`src/rtl/hubris_uart_tx_drain_pkg.sv`:
```
// Shared definitions for the Hubris console-output UART drain:
// transmitter state encoding and 8N1 frame geometry.
package hubris_uart_tx_drain_pkg;

   typedef enum logic [1:0] {
      IDLE  = 2'd0,
      START = 2'd1,
      DATA  = 2'd2,
      STOP  = 2'd3
   } tx_state_e;

   localparam int UART_DATA_BITS  = 8;
   localparam int UART_FRAME_BITS = 10;

endpackage

```
`src/rtl/hubris_uart_tx_drain_uart_baud_counter.sv`:
```
// Bit-period timer: counts 0..CLKS_PER_BIT-1 while run is high and flags the
// last cycle of each bit with tick. Held at zero whenever run is low.
module uart_baud_counter #(
   parameter int CLKS_PER_BIT = 434
) (
   input  logic clk,
   input  logic reset,
   input  logic run,
   output logic tick
);

   logic [15:0] count;

   always_ff @(posedge clk) begin
      if (!reset || !run) begin
         count <= '0;
      end else if (tick) begin
         count <= '0;
      end else begin
         count <= count + 16'd1;
      end
   end

   assign tick = run && (count == 16'(CLKS_PER_BIT - 1));

endmodule

```
`src/rtl/hubris_uart_tx_drain.sv`:
```
// Drains the Hubris output-IO byte buffer one byte at a time and transmits
// each byte as an 8N1 UART frame, with back-to-back chaining on STOP.
module hubris_uart_tx_drain
   import hubris_uart_tx_drain_pkg::*;
#(
   parameter int CLKS_PER_BIT = 434,
   parameter int COUNT_WIDTH  = 32
) (
   input  logic                   clk,
   input  logic                   reset,
   input  logic [31:0]            io_buffer_size_avai,
   input  logic [7:0]             io_output_data,
   output logic                   io_output_en,
   output logic                   uart_tx,
   output logic                   busy,
   output logic                   drained,
   output logic [COUNT_WIDTH-1:0] bytes_sent
);

   localparam int IDX_W = $clog2(UART_DATA_BITS);

   tx_state_e                 state, state_next;
   logic [IDX_W-1:0]          bit_idx, bit_idx_next;
   logic [UART_DATA_BITS-1:0] shift_reg, shift_next;
   logic                      tx_next;
   logic                      run, tick, pop, frame_done;

   assign run = (state != IDLE);

   uart_baud_counter #(
      .CLKS_PER_BIT(CLKS_PER_BIT)
   ) u_baud (
      .clk  (clk),
      .reset(reset),
      .run  (run),
      .tick (tick)
   );

   // A pop is only offered when the line is free now or frees up this cycle.
   assign frame_done   = (state == STOP) && tick;
   assign pop          = reset && (io_buffer_size_avai != 32'd0) &&
                         ((state == IDLE) || frame_done);
   assign io_output_en = pop;
   assign busy         = run;
   assign drained      = (state == IDLE) && (io_buffer_size_avai == 32'd0);

   always_comb begin
      state_next   = state;
      bit_idx_next = bit_idx;
      shift_next   = shift_reg;
      tx_next      = 1'b1;
      unique case (state)
         IDLE: begin
            if (pop) begin
               state_next = START;
               shift_next = io_output_data;
            end
         end
         START: begin
            if (tick) begin
               state_next   = DATA;
               bit_idx_next = '0;
            end
         end
         DATA: begin
            if (tick) begin
               if (bit_idx == IDX_W'(UART_DATA_BITS - 1)) begin
                  state_next = STOP;
               end else begin
                  bit_idx_next = bit_idx + IDX_W'(1);
               end
            end
         end
         STOP: begin
            if (tick) begin
               if (pop) begin
                  state_next = START;
                  shift_next = io_output_data;
               end else begin
                  state_next = IDLE;
               end
            end
         end
         default: state_next = IDLE;
      endcase

      // The line level is registered from the upcoming state so it never glitches.
      unique case (state_next)
         START:   tx_next = 1'b0;
         DATA:    tx_next = shift_next[bit_idx_next];
         default: tx_next = 1'b1;
      endcase
   end

   always_ff @(posedge clk) begin
      if (!reset) begin
         state      <= IDLE;
         bit_idx    <= '0;
         shift_reg  <= '0;
         uart_tx    <= 1'b1;
         bytes_sent <= '0;
      end else begin
         state     <= state_next;
         bit_idx   <= bit_idx_next;
         shift_reg <= shift_next;
         uart_tx   <= tx_next;
         if (frame_done) begin
            bytes_sent <= bytes_sent + COUNT_WIDTH'(1);
         end
      end
   end

endmodule

```
`config.mk`:
```
export PLATFORM = sky130hd
export DESIGN_NAME = hubris_uart_tx_drain
export DESIGN_NICKNAME = d
export VERILOG_FILES = /design/src/rtl/hubris_uart_tx_drain_pkg.sv /design/src/rtl/hubris_uart_tx_drain_uart_baud_counter.sv /design/src/rtl/hubris_uart_tx_drain.sv
export SDC_FILE = /design/constraint.sdc
export NUM_CORES = 1
export LEC_CHECK = 0
export CAP_MARGIN = 15
export CORE_MARGIN = 5
export CORE_UTILIZATION = 49
export DETAILED_ROUTE_END_ITERATION = 6
export PLACE_DENSITY = 0.77
export SETUP_SLACK_MARGIN = 0.5
export SYNTH_ARGS = -nofsm -noshare
export SYNTH_HDL_FRONTEND = slang
export SYNTH_HIERARCHICAL = 1
export SYNTH_SLANG_ARGS = --single-unit
```
`constraint.sdc`:
```
create_clock -name clk -period 4.18 [get_ports clk]
set_clock_uncertainty 0.1 [all_clocks]
set_input_delay 1.045 -clock clk [delete_from_list [all_inputs] [get_ports clk]]
set_output_delay 1.045 -clock clk [all_outputs]
set_load 0.05 [all_outputs]
```
# Yosys cells after proc, flatten, opt, wreduce, memory -nomap -nowiden
# Index checks and enable logic that the tools add are counted.
# totals
register_bits,62
latch_bits,0
ram_bits,0
mem_bits_ro,0
inputBits,42
output_inout_bits,36
word_cells,48
memories,0
# op_classes
addsub,3
multipliers,0
div_mod_pow,0
n_lt_le_gt_ge,1
eq_ne,7
shifts,0
mux,17
bitwise,0
reduce_logical,14
# op_table
cell,n
$add A32 B1 Y32 const B,1
$logic_not A32 Y1,1
$reduce_bool A32 Y1,1
$add A16 B1 Y16 const B,1
$eq A16 B9 Y1 const B,1
$mux W8,2
$pmux W8 S2,1
$mux W2,5
$mux W3,3
$pmux W2 S4,1
$eq A2 B2 Y1 const B,3
$pmux W3 S2,1
$logic_and A1 B1 Y1,5
$eq A2 B1 Y1 const B,2
$lt A3 B4 Y1 const B,1
$add A3 B1 Y3 const B,1
$bmux W1 S3,1
$eq A3 B3 Y1 const B,1
$logic_not A1 Y1,2
$logic_not A2 Y1,1
$logic_or A1 B1 Y1,2
$mux W1,2
$pmux W1 S2,1
$reduce_bool A2 Y1,1
$reduce_or A2 Y1,1

# Depth between registers and ports, before layout
# depth
word_depth,11
depth_mapped,15
mapped_depth_nobuf,12

# Hierarchy
# Netlist, hierarchy kept.
# by_module_without_submodules
mod,instances,cells_each,area_per_inst_um2,seq_area_each_um2
hubris_uart_tx_drain,1,289,2354.8,920.9
uart_baud_counter,1,82,772.0,320.3

# Least setup slack after synthesis
# No wires, ideal clock.
# synth_timing
path_kind,input to output
from,input port io_buffer_size_avai[26]
to,output port drained
arrival_ns,2.590
required_time_ns,3.035
setup_slack_ns,0.445
path_stages,3
path_buffers,0
path_cell_list,nor4_1 nand4_1 nor3_1
# synth_between
elab_chain_len,2
# synth_rtl
element,line_no,text
"start, declared",hubris_uart_tx_drain.sv:11,"input logic [31:0] io_buffer_size_avai,"
$logic_not A32 Y1,hubris_uart_tx_drain.sv:45,assign drained = (state == IDLE) && (io_buffer_size_avai == 32'd0);
$logic_and A1 B1 Y1,hubris_uart_tx_drain.sv:45,
"end, declared",hubris_uart_tx_drain.sv:16,"output logic drained,"
# No other way between the ends.

# Worst setup path after layout
# layout_timing
from,input port io_buffer_size_avai[9]
to,output port io_output_en
# layout_between
elab_chain_len,3
# layout_rtl
element,line_no,text
$reduce_bool A32 Y1,hubris_uart_tx_drain.sv:41,assign pop = reset && (io_buffer_size_avai != 32'd0) &&
$logic_and A1 B1 Y1 (2 in series),hubris_uart_tx_drain.sv:41,
"end, declared",hubris_uart_tx_drain.sv:13,"output logic io_output_en,"
# No other way between the ends.

==> results.yml <==
final_layout:
  layout_common_cells: "dfxtp_1 (61), nor2_1 (58), clkdlybuf4s50_1 (58)"
  mostFrequentLayoutCell: "dfxtp_1"
  layout-drive-gt1-share_pct: 10.5
  finalNetCount: 504
  stdcell_count: 536
  num_antenna_cells: 0
  syn2layout_area_growth_pct: 37.0
  largest_register_ffs: 32
  fillCellCount: 520
setup_path:
  crit_end: "io_output_en"
  start_kind: "input pin"
  r2r_start: "state[1]$_SDFF_PN0_"
  crit_fanout: 2
  crit_arrival_ns: 2.51
  regToRegSetupSlack_ns: 0.82
  criticalPathCategory: "in -> out"
  r2r_cells: 12
  crit_path_end_kind: "primary output"
  r2r_end: "uart_tx$_SDFF_PN1_"
  required_ns: 3.03
  startpoint: "io_buffer_size_avai[9]"
yosys:
  syn_area_per_cell_sq_um: 8.43
  synth.cell_area_sq_um: 3130
  synthesis.nets: 421
  synth_warnings: 6
  ys_types: 54
  synth_edf_count: 0
  ys_ff_latch: 62
  async_reset_ff_share_pct: 0
  ys.flop_type: "dfxtp_1"
  yosysSeqAreaShare_pct: 39.7
  synthCells: 371
timing:
  maxClockFrequency_ghz: 0.274
  rsz0062_at_grt: "false"
  finalCritPeriodShare_pct: 87.4
  fin_hold_ws_ns: 0.362
  tns_ns: 0
  fin_crit_ns: 3.65
  tightest_slew_ns: 0.532
  setup_viol: 0
  report.final.slew_viol_count: 0
  hold_viol: 0
  slew-limit-headroom_pct: 64.4
clock_network:
  htreeDepth: 3
  numCtsBuffers: 9
  cts_root_buf: "clkbuf_8"
  insertion_delay_ns: 0.34
  clock-sinks: 62
  clkSlewWorstSetupHoldPaths_ns: 0.07
  cts_tree: "yes"
  ctsLongestPathBuffers: 2
outcome:
  outcome: "completed"
pwr:
  leakagePower_nw: 1.68
  power_mw: 1.19
  clkPwrFrac_pct: 38.0
  switching_share_pct: 26.1
  p_per_area_nw_per_um2: 277
  combPwrFrac_pct: 11.0
  seqPwrFrac_pct: 51.0
  ir_drop_mv: 0.229
  power.switching_uw: 310
  internal-power_uw: 876
die:
  die_area_sq_um: 8080
  die_h_microns: 89.9
  core_area_sq_um: 6280
  die_w_microns: 89.9
  ioPinCount: 78
  start_util_pct: 49.8
  rows: 29
route:
  wl_per_cell_microns: 14.3
  via_per_inst: 5.38
  routed_wirelength_microns: 7670
  drt_iter0_drc: 109
  drc: 0
  vias: 2881
  antenna_left: 0
  drtPass1Iterations: 5
worst_hold_path:
  min_path_type: "reg -> reg"
global_route:
  grt_pass1_vias: 2783
  grt_use_total_pct: 18.4
  grt_pass1_wl_microns: 12600
  grt_overflow: 0
  grt_antenna_before_repair: 0
  grt_max_degree: 44
placed_design:
  place.gp.congestion: 0.821
  hpwl_microns: 5500
  dp.cells: 517
  io_buffers: 77
run:
  max_cap_violations: 0
[cells by family (layout without fill, tap and decap cells)]
| kind of cell | after synthesis | after routing | share of synthesized area [%] |
|---|---|---|---|
| buffers and inverters | 27 | 115 | 3.92 |
| AO/OA/AOI/OAI | 48 | 48 | 10.7 |
| XOR/XNOR | 41 | 41 | 11.5 |
| flip-flops | 62 | 62 | 39.7 |
| multiplexers | 2 | 2 | 0.640 |
| adder cells (fa/ha/maj) | 8 | 8 | 3.20 |
| AND/OR/NAND/NOR | 183 | 183 | 30.3 |
[power by group through the flow]
stage                     clock (mW)  sequential [mW]  combinational, mW
after global placement             0            0.618              0.125
after global routing           0.501            0.605              0.141
after detailed placement           0            0.618              0.127
final                          0.451            0.605              0.131
after CTS                      0.464            0.604              0.127
after floorplan                    0            0.620             0.0575
[metrics by stage]
stage               area, sq um  setup WS, ns  util, %
floorplan                  3130         0.564        -
global placement           3990         0.514     63.5
detailed placement         3990         0.471     63.5
CTS                        4180         0.501     66.5
global route               4280         0.376     68.2
finish                     4280         0.528     68.2
[cells in the mapped netlist, drive strengths merged, types with 7 or more instances]
cell	count	share of area, %
a21oi	16	2.6
and4	7	2.0
dfxtp	62	40
ha	8	3.2
xor2	20	5.6
and3	10	2.0
xnor2	21	5.9
nor3	9	1.4
o21ai	9	1.4
nand4	10	2.5
nand3	22	3.7
nand2	33	4.0
nor2	60	7.2
nor4	12	2.4
inv	13	1.6
clkbuf	7	0.88
[cell type report]
| cell class | instances | area [sq um] | share of cell area [%] |
|---|---|---|---|
| Inverter | 14 | 52.6 | 1.23 |
| Timing Repair Buffer | 85 | 893 | 20.9 |
| Tap cell | 77 | 96.3 | 2.25 |
| Clock buffer | 10 | 128 | 2.98 |
| Clock inverter | 6 | 37.5 | 0.876 |
| Sequential cell | 62 | 1240 | 29.0 |
| Multi-Input combinational cell | 282 | 1830 | 42.8 |
[what timing repair did]
| action | in CTS | in global routing |
|---|---|---|
| gates resized for setup | 1 | 31 |
| pin swaps | 2 | 11 |
| buffers inserted | 3 | 0 |
| endpoints found under the setup margin | 1 | 5 |
| hold buffers | 0 | 0 |
[worst min path at each step]
stage | from | slack (ns) | endpoint | cells past startpoint
2_1_floorplan | shift_reg[4]$_SDFF_PN0_ | 0.33 | shift_reg[4]$_SDFF_PN0_ | 2
3_3_place_gp | shift_reg[2]$_SDFF_PN0_ | 0.34 | shift_reg[2]$_SDFF_PN0_ | 2
3_5_place_dp | shift_reg[2]$_SDFF_PN0_ | 0.35 | shift_reg[2]$_SDFF_PN0_ | 2
4_1_cts | shift_reg[2]$_SDFF_PN0_ | 0.36 | shift_reg[2]$_SDFF_PN0_ | 2
5_1_grt | shift_reg[1]$_SDFF_PN0_ | 0.40 | shift_reg[1]$_SDFF_PN0_ | 2
6_report | shift_reg[6]$_SDFF_PN0_ | 0.36 | shift_reg[6]$_SDFF_PN0_ | 2
[metal layers]
| layer | global-route usage, % | wire (microns) | vias up |
|---|---|---|---|
| met2 | 30.3 | 3820 | 67 |
| met3 | 4.42 | 341 | 10 |
| met5 | 0 | 0 | - |
| li1 | - | - | 1458 |
| met1 | 22.8 | 3390 | 1346 |
| met4 | 8.06 | 117 | 0 |
[critical path: stages]
cell	delay, ns
clkdlybuf4s50_1	0.41
nor4_2	0.29
nand4_1	0.20
nor2_2	0.20
nor2_2	0.07
o21a_1	0.14
buf_12	0.16
No activity file was read; power rests on OpenSTA's default activity.
